--- src/rtl/line_clear_ctrl_pkg.sv ---
// Shared types and constants for the playfield line-clear sequencer.
// Board geometry, cell colours, row type and controller states.
package line_clear_ctrl_pkg;

    localparam int X_SIZE    = 10;
    localparam int Y_SIZE    = 20;
    localparam int CELL_W    = 3;
    localparam int ROW_W     = CELL_W * X_SIZE;
    localparam int ROW_IDX_W = 5;

    localparam logic [ROW_IDX_W-1:0] LAST_ROW  = ROW_IDX_W'(Y_SIZE - 1);
    localparam logic [ROW_W-1:0]     EMPTY_ROW = '0;

    typedef enum logic [CELL_W-1:0] {
        EMPTY  = 3'd0,
        CYAN   = 3'd1,
        BLUE   = 3'd2,
        ORANGE = 3'd3,
        YELLOW = 3'd4,
        GREEN  = 3'd5,
        PURPLE = 3'd6,
        RED    = 3'd7
    } block_color;

    typedef block_color [X_SIZE-1:0] board_row;

    typedef enum logic [2:0] {
        IDLE,
        READ,
        CHECK,
        WRITE,
        FILL,
        DONE
    } clr_state;

endpackage

--- src/rtl/row_full_detect.sv ---
// Combinational full-row detector: a row is full when no cell is EMPTY.
module row_full_detect
    import line_clear_ctrl_pkg::*;
(
    input  board_row i_row,
    output logic     o_full
);

    always_comb begin
        // NOTE: default assigned first so the loop cannot infer a latch.
        o_full = 1'b1;
        for (int i = 0; i < X_SIZE; i++) begin
            if (i_row[i] == EMPTY) begin
                o_full = 1'b0;
            end
        end
    end

endmodule

--- src/rtl/line_clear_ctrl.sv ---
// Line-clear sequencer: scans rows bottom-up, drops full rows, compacts the
// survivors downward through the board write port and back-fills the top.
module line_clear_ctrl
    import line_clear_ctrl_pkg::*;
(
    input  logic                 i_clk,
    input  logic                 i_rst,
    input  logic                 i_start,
    output logic [ROW_IDX_W-1:0] o_rd_row,
    input  logic [ROW_W-1:0]     i_rd_data,
    output logic                 o_wr_en,
    output logic [ROW_IDX_W-1:0] o_wr_row,
    output logic [ROW_W-1:0]     o_wr_data,
    output logic                 o_busy,
    output logic                 o_done,
    output logic [ROW_IDX_W-1:0] o_lines_cleared
);

    clr_state             r_state;
    logic [ROW_IDX_W-1:0] r_rd_ptr;
    logic [ROW_IDX_W-1:0] r_wr_ptr;
    logic [ROW_IDX_W-1:0] r_count;
    logic [ROW_IDX_W-1:0] r_rd_hold;
    logic [ROW_IDX_W-1:0] r_lines_cleared;
    board_row             r_row_buf;

    clr_state             w_state_nxt;
    logic [ROW_IDX_W-1:0] w_rd_ptr_nxt;
    logic [ROW_IDX_W-1:0] w_wr_ptr_nxt;
    logic [ROW_IDX_W-1:0] w_count_nxt;
    logic                 w_rd_full;

    row_full_detect u_row_full_detect (
        .i_row  (board_row'(i_rd_data)),
        .o_full (w_rd_full)
    );

    always_ff @(posedge i_clk or posedge i_rst) begin
        if (i_rst) begin
            r_state         <= IDLE;
            r_rd_ptr        <= LAST_ROW;
            r_wr_ptr        <= LAST_ROW;
            r_count         <= '0;
            r_rd_hold       <= '0;
            r_lines_cleared <= '0;
            r_row_buf       <= board_row'(EMPTY_ROW);
        end else begin
            // NOTE: non-blocking so every register samples pre-edge values.
            r_state  <= w_state_nxt;
            r_rd_ptr <= w_rd_ptr_nxt;
            r_wr_ptr <= w_wr_ptr_nxt;
            r_count  <= w_count_nxt;
            if (r_state == READ) begin
                r_rd_hold <= r_rd_ptr;
            end
            if (r_state == CHECK) begin
                r_row_buf <= board_row'(i_rd_data);
            end
            if (r_state == DONE) begin
                r_lines_cleared <= r_count;
            end
        end
    end

    always_comb begin
        w_state_nxt  = r_state;
        w_rd_ptr_nxt = r_rd_ptr;
        w_wr_ptr_nxt = r_wr_ptr;
        w_count_nxt  = r_count;
        o_wr_en      = 1'b0;
        o_wr_row     = '0;
        o_wr_data    = EMPTY_ROW;
        o_done       = 1'b0;

        case (r_state)
            IDLE: begin
                if (i_start) begin
                    w_rd_ptr_nxt = LAST_ROW;
                    w_wr_ptr_nxt = LAST_ROW;
                    w_count_nxt  = '0;
                    w_state_nxt  = READ;
                end
            end

            READ: begin
                w_state_nxt = CHECK;
            end

            CHECK: begin
                if (w_rd_full) begin
                    w_count_nxt = r_count + 5'd1;
                    if (r_rd_ptr == '0) begin
                        w_state_nxt = FILL;
                    end else begin
                        w_rd_ptr_nxt = r_rd_ptr - 5'd1;
                        w_state_nxt  = READ;
                    end
                end else begin
                    w_state_nxt = WRITE;
                end
            end

            WRITE: begin
                // A row that has not moved needs no rewrite.
                if (r_wr_ptr != r_rd_ptr) begin
                    o_wr_en   = 1'b1;
                    o_wr_row  = r_wr_ptr;
                    o_wr_data = r_row_buf;
                end
                w_wr_ptr_nxt = r_wr_ptr - 5'd1;
                if (r_rd_ptr == '0) begin
                    w_state_nxt = (r_count == '0) ? DONE : FILL;
                end else begin
                    w_rd_ptr_nxt = r_rd_ptr - 5'd1;
                    w_state_nxt  = READ;
                end
            end

            FILL: begin
                if (r_count == '0) begin
                    w_state_nxt = DONE;
                end else begin
                    o_wr_en      = 1'b1;
                    o_wr_row     = r_wr_ptr;
                    o_wr_data    = EMPTY_ROW;
                    w_wr_ptr_nxt = r_wr_ptr - 5'd1;
                    if (r_wr_ptr == '0) begin
                        w_state_nxt = DONE;
                    end
                end
            end

            DONE: begin
                o_done      = 1'b1;
                w_state_nxt = IDLE;
            end

            default: begin
                w_state_nxt = IDLE;
            end
        endcase
    end

    // The read address is live in READ so data returns in CHECK.
    assign o_rd_row        = (r_state == READ) ? r_rd_ptr : r_rd_hold;
    assign o_busy          = (r_state != IDLE);
    assign o_lines_cleared = (r_state == DONE) ? r_count : r_lines_cleared;

endmodule

--- config.mk ---
export PLATFORM = sky130hd
export DESIGN_NAME = line_clear_ctrl
export DESIGN_NICKNAME = d
export VERILOG_FILES = /design/src/rtl/line_clear_ctrl_pkg.sv /design/src/rtl/row_full_detect.sv /design/src/rtl/line_clear_ctrl.sv
export SDC_FILE = /design/constraint.sdc
export NUM_CORES = 1
export LEC_CHECK = 0
export ABC_AREA = 1
export CORE_UTILIZATION = 27
export CTS_CLUSTER_SIZE = 8
export DETAILED_ROUTE_END_ITERATION = 10
export PLACE_DENSITY_LB_ADDON = 0.08
export SLEW_MARGIN = 30
export SYNTH_ARGS = -nofsm -noshare
export SYNTH_HDL_FRONTEND = slang
export SYNTH_SLANG_ARGS = --single-unit
--- constraint.sdc ---
create_clock -name i_clk -period 4.4 [get_ports i_clk]
set_input_delay 0.88 -clock i_clk [delete_from_list [all_inputs] [get_ports i_clk]]
set_output_delay 0.88 -clock i_clk [all_outputs]
set_load 0.005 [all_outputs]
## Word-level counts from Yosys, hierarchy flattened

Index checks and enable logic that the tools add are counted.

| word-level totals | value |
|---|---|
| register bits | 58 |
| input bits | 33 |

| cells by class | value |
|---|---|
| add/sub/neg operators | 3 |
| eq/ne operators | 10 |
| muxes and demuxes | 38 |
| reduce and logical (&&, ||, !) cells | 22 |

Operators by type and width:

| kind | count |
|---|---|
| $mux 30 | 2 |
| $mux 5 | 10 |
| $logic_not 3->1 | 11 |
| $pmux 5 s3 | 2 |
| $pmux 5 s2 | 2 |
| $mux 3 | 6 |
| $logic_not 5->1 | 3 |
| $pmux 3 s5 | 1 |
| $mux 1 | 14 |
| $sub 5x1->5 const B | 2 |
| $reduce_and 3->1 | 3 |
| $reduce_bool 3->1 | 3 |
| $eq 3x2->1 const B | 2 |
| $eq 3x3->1 const B | 2 |
| $add 5x1->5 const B | 1 |
| $ne 5x5->1 | 1 |
| $ne 2x2->1 const B | 2 |
| $eq 3x1->1 const B | 1 |
| $ne 3x3->1 const B | 1 |
| $ne 2x1->1 const B | 1 |
| $pmux 1 s2 | 1 |
| $reduce_and 2->1 | 1 |
| $reduce_bool 2->1 | 1 |

## Logic depth before layout (Yosys ltp)

| logic depth | value |
|---|---|
| depth after elaboration | 13 |
| gate-level depth with buffers | 9 |
| mapped depth without buffers | 9 |

## By module

From an unflattened synthesis, not the netlist that was laid out.

| second synthesis, totals | value |
|---|---|
| cell total of the unflattened synthesis | 426 |
| area total of the unflattened synthesis | 3086.7 um2 |

Modules (own cells, without submodules):

| module | times used | cells each | area an instance (um2) |
|---|---|---|---|
| line_clear_ctrl | 1 | 388 | 2941.6 |
| row_full_detect | 1 | 38 | 145.1 |

## Worst setup path before layout

Ideal clock, no wire load.

| timing | value |
|---|---|
| path type | flip-flop to output port |
| start | register r_rd_ptr[1] |
| end | output o_wr_en |
| data arrival time | 1.253 ns |
| required time | 3.520 ns |
| path slack | 2.267 ns |
| cell stages (with the launch flop) | 7 |
| path buffers | 1 |
| cell sequence | dfstp_2 -> nor2_1 -> nor3_1 -> nand3_1 -> nand2_1 -> buf_2 -> nand2_1 |

| between the ends | value |
|---|---|
| word-level cells in the longest chain between the ends | 3 |

RTL lines:

| item | RTL line | source |
|---|---|---|
| start, declared | line_clear_ctrl.sv:20 | `logic [ROW_IDX_W-1:0] r_rd_ptr;` |
| start signal, assigned | line_clear_ctrl.sv:50 | `r_rd_ptr <= w_rd_ptr_nxt;` |
| $ne 5x5->1 | line_clear_ctrl.sv:105 | `if (r_wr_ptr != r_rd_ptr) begin` |
| $mux 1 | line_clear_ctrl.sv:105 |  |
| $pmux 1 s2 | line_clear_ctrl.sv:75 | `case (r_state)` |
| end, declared | line_clear_ctrl.sv:11 | `output logic o_wr_en,` |

No other way between the ends.

## Final worst setup path

| timing | value |
|---|---|
| start | register r_rd_ptr[1] |
| end | output o_wr_row[0] |

| between the ends | value |
|---|---|
| word-level cells in the longest chain between the ends | 3 |

RTL lines:

| item | RTL line | source |
|---|---|---|
| $ne 5x5->1 | line_clear_ctrl.sv:105 |  |
| $mux 5 | line_clear_ctrl.sv:105 |  |
| $pmux 5 s2 | line_clear_ctrl.sv:75 |  |
| end, declared | line_clear_ctrl.sv:12 | `output logic [ROW_IDX_W-1:0] o_wr_row,` |

No other way between the ends.

==> results.yml <==
run_status:
  status: "complete, no violations"
timing:
  timing.slew.headroom_pct: 48.6
  hold_viol: 0
  layout_worst_path_cycle_share_pct: 71.5
  skew_ps: 10.6
  rsz0062_at_grt: "false"
  setup-tns-final_ps: 0
  worstMarginPinSlew_ps: 771
  timing.final.max_slew_violations: 0
  setup_slack_ps: 1260
  min_period_ps: 3140
  hold_ws_ps: 468
  setup_violations: 0
  max_freq_mhz: 318
clock_network:
  holdBufCountCts: 0
  post_cts.repair.setup_buffers: 0
  cts_tree: "built"
  cts_resized: 0
  cts_root_buffer: "clkbuf_8"
  h-tree-depth: 3
  numClockSinks: 58
  clkLatencyLatePin_ps: 340
  numCtsBuffers: 9
  clock_path_buffers: 2
  clk_pin_slew_ps: 70
hold_path:
  holdPathStages: 2
  hp-class: "reg2reg"
  hold_end: "r_count[4]$_DFFE_PP0P_"
  min_from: "r_count[4]$_DFFE_PP0P_"
yosys:
  yosysUniqueCellTypes: 28
  syn_area_per_cell_um2: 7.44
  synth_seq_cells: 58
  yosysTopAreaCellShare_pct: 42.9
  netlist.top_cell.by_area: "dfrtp_1"
  synth_area_um2: 3040
  syn-num-nets: 447
  synth.area.top_cells: "dfrtp_1, nand2_1, inv_1"
  syn_inst: 408
  yosysWarnings: 0
  yosysSeqAreaShare_pct: 48.0
global_route:
  grt_pass1_vias: 2765
  grt_max_degree: 66
  grt_first_pass_wirelength_mm: 13.2
  overflow: 0
  grt_usage_pct: 14.6
  antenna_found_initial: 0
setup_path:
  cp_slowest_cell: "dfstp_2"
  r2r_end: "r_rd_ptr[3]$_DFFE_PP0P_"
  worstPathMaxFanout: 36
  crit_chain: "nor2_1 > nor3_1 > nand3_1 > nand2_1 > buf_4 > a21boi_0 > clkdlybuf4s50_1"
  worst_setup_path_start_kind: "register"
  reg2regPathDepth: 8
  crit_required_ps: 3520
  cp.buffers_inverters: 2
  reg2reg_from: "r_state[2]$_DFFE_PP0P_"
  critical_path_class: "reg2out"
  cp-end-kind: "output pin"
  rrSetupSlack_ps: 2170
  critPathArrivalTime_ps: 2260
  cp_top_family: "buffers and inverters"
  cp_slowest_stage_delay_ps: 550
power_and_ir_drop:
  p_int_mw: 1.67
  p_per_area_nw_per_um2: 648
  p_leak_nw: 1.98
  p_sw_mw: 1.06
  ir_drop_uv: 231
  power_frac_comb_pct: 46.3
  power_mw: 2.74
  power.share.clock_pct: 21.4
  seq_power_share_pct: 32.3
  switching_share_pct: 38.9
placement:
  gp_congestion: 0.782
  dp_slack_ps: 1600
  dp_hpwl_mm: 5.63
  io_buffers: 80
final_layout:
  layout.nets: 529
  antenna_cells: 0
  drive_above_1_share_pct: 8.69
  area_growth_pct: 39.1
  fin_util_pct: 38.8
route:
  drt_pass1_iterations: 4
  drc: 0
  avgRoutedWirePerCell_um: 12.4
  post_drt_via_cell_ratio: 4.30
  routed_wl_mm: 7.89
  vias: 2731
  first_iter_violations: 112
  antenna_left: 0
die:
  die_h_um: 108
  die_w_um: 108
  dieArea_um2: 11700
  rows: 38
  start_util_pct: 27.9
  ios: 81
  coreArea_um2: 10900
flow_run:
  maxCapViolations: 0
==> kinds of logic after synthesis <==
logic type      share of synthesized area [%]
compound gates                           10.7
xor+xnor                                 1.73
fa+ha+maj                                2.47
buf+inv                                  10.3
flops                                    48.0
simple gates                             26.8
==> layer usage <==
metal / part of all wire [%] / up-vias / wire (um) / track usage [%]
met3: 3.5 / 12 / 280 / 3.56
met4: 1.6 / 0 / 124 / 4.40
met5: 0 / - / 0 / 0
met2: 48 / 48 / 3760 / 24.6
met1: 47 / 1261 / 3730 / 18.5
li1: - / 1410 / - / -
==> power by group through the flow <==
stage / combinational (mW) / sequential, mW / clock, mW
after CTS: 1.30 / 0.887 / 0.606
final: 1.27 / 0.884 / 0.585
after detailed placement: 1.29 / 0.897 / 0
after floorplan: 0.807 / 0.865 / 0
after global placement: 1.28 / 0.891 / 0
after global routing: 1.45 / 0.913 / 0.631
==> sequential cells by signal (all words and copies together) (netlist names) <==
signal and flops:
r_row_buf 30, r_state 3, r_rd_hold 5, r_rd_ptr 5
r_count 5, r_wr_ptr 5, r_lines_cleared 5
==> Yosys cell counts (all sizes together) <==
master  number
o21ai       47
nor3         4
inv         68
o31ai        1
a21boi       3
buf          8
nand3       17
nor2        62
nand2      107
nor3b        1
dfrtp       52
a21oi       11
dfstp        6
xnor2        1
or2          1
clkbuf       4
nand3b       1
xor2         5
ha           6
nand4        3
==> worst max path at each step <==
| stage | start | to | cells after the start |
|---|---|---|---|
| finish | r_rd_ptr[1]$_DFFE_PP1P_ | o_wr_row[0] | 7 |
| global route | r_state[0]$_DFFE_PP0P_ | o_lines_cleared[2] | 5 |
| CTS | r_rd_ptr[0]$_DFFE_PP1P_ | o_wr_row[0] | 7 |
| detailed placement | r_rd_ptr[0]$_DFFE_PP1P_ | o_wr_row[0] | 7 |
| global placement | r_rd_ptr[1]$_DFFE_PP1P_ | o_wr_row[2] | 7 |
| floorplan | i_rst | r_count[0]$_DFFE_PP0P_ | 1 |
==> worst min-delay path: stages (launching register included) <==
cell and delay [ps]:
dfrtp_1 340, nand2_1 50, nand2_1 50
==> layout make-up <==
cell class              count  area [um2]
flip-flops and latches     58        1460
clock inverters             4        72.6
well taps                 140         175
repair buffers             83         823
multi-input cells         270        1270
clock buffers              12         165
inverters                  68         255
fillers                  1152        6670
==> stage by stage <==
stage / instance area, um2 / std cells
global placement: 3990 / 619
global route: 4220 / 635
CTS: 4220 / 635
detailed placement: 3990 / 619
floorplan: 3040 / 408
finish: 4220 / 635
==> cells in the final DEF (no fill, tap or decap), drive strengths merged, types with 2 or more instances in the layout <==
master / count
nor3: 4
nand4: 3
nor2: 62
dfstp: 6
nand3: 17
bufinv: 2
nand2: 107
dfrtp: 52
buf: 3
a21boi: 3
ha: 6
xor2: 5
clkbuf: 12
inv: 68
o21ai: 47
a21oi: 11
clkdlybuf4s50: 80
Note: power is estimated with default switching activity, not from simulation.
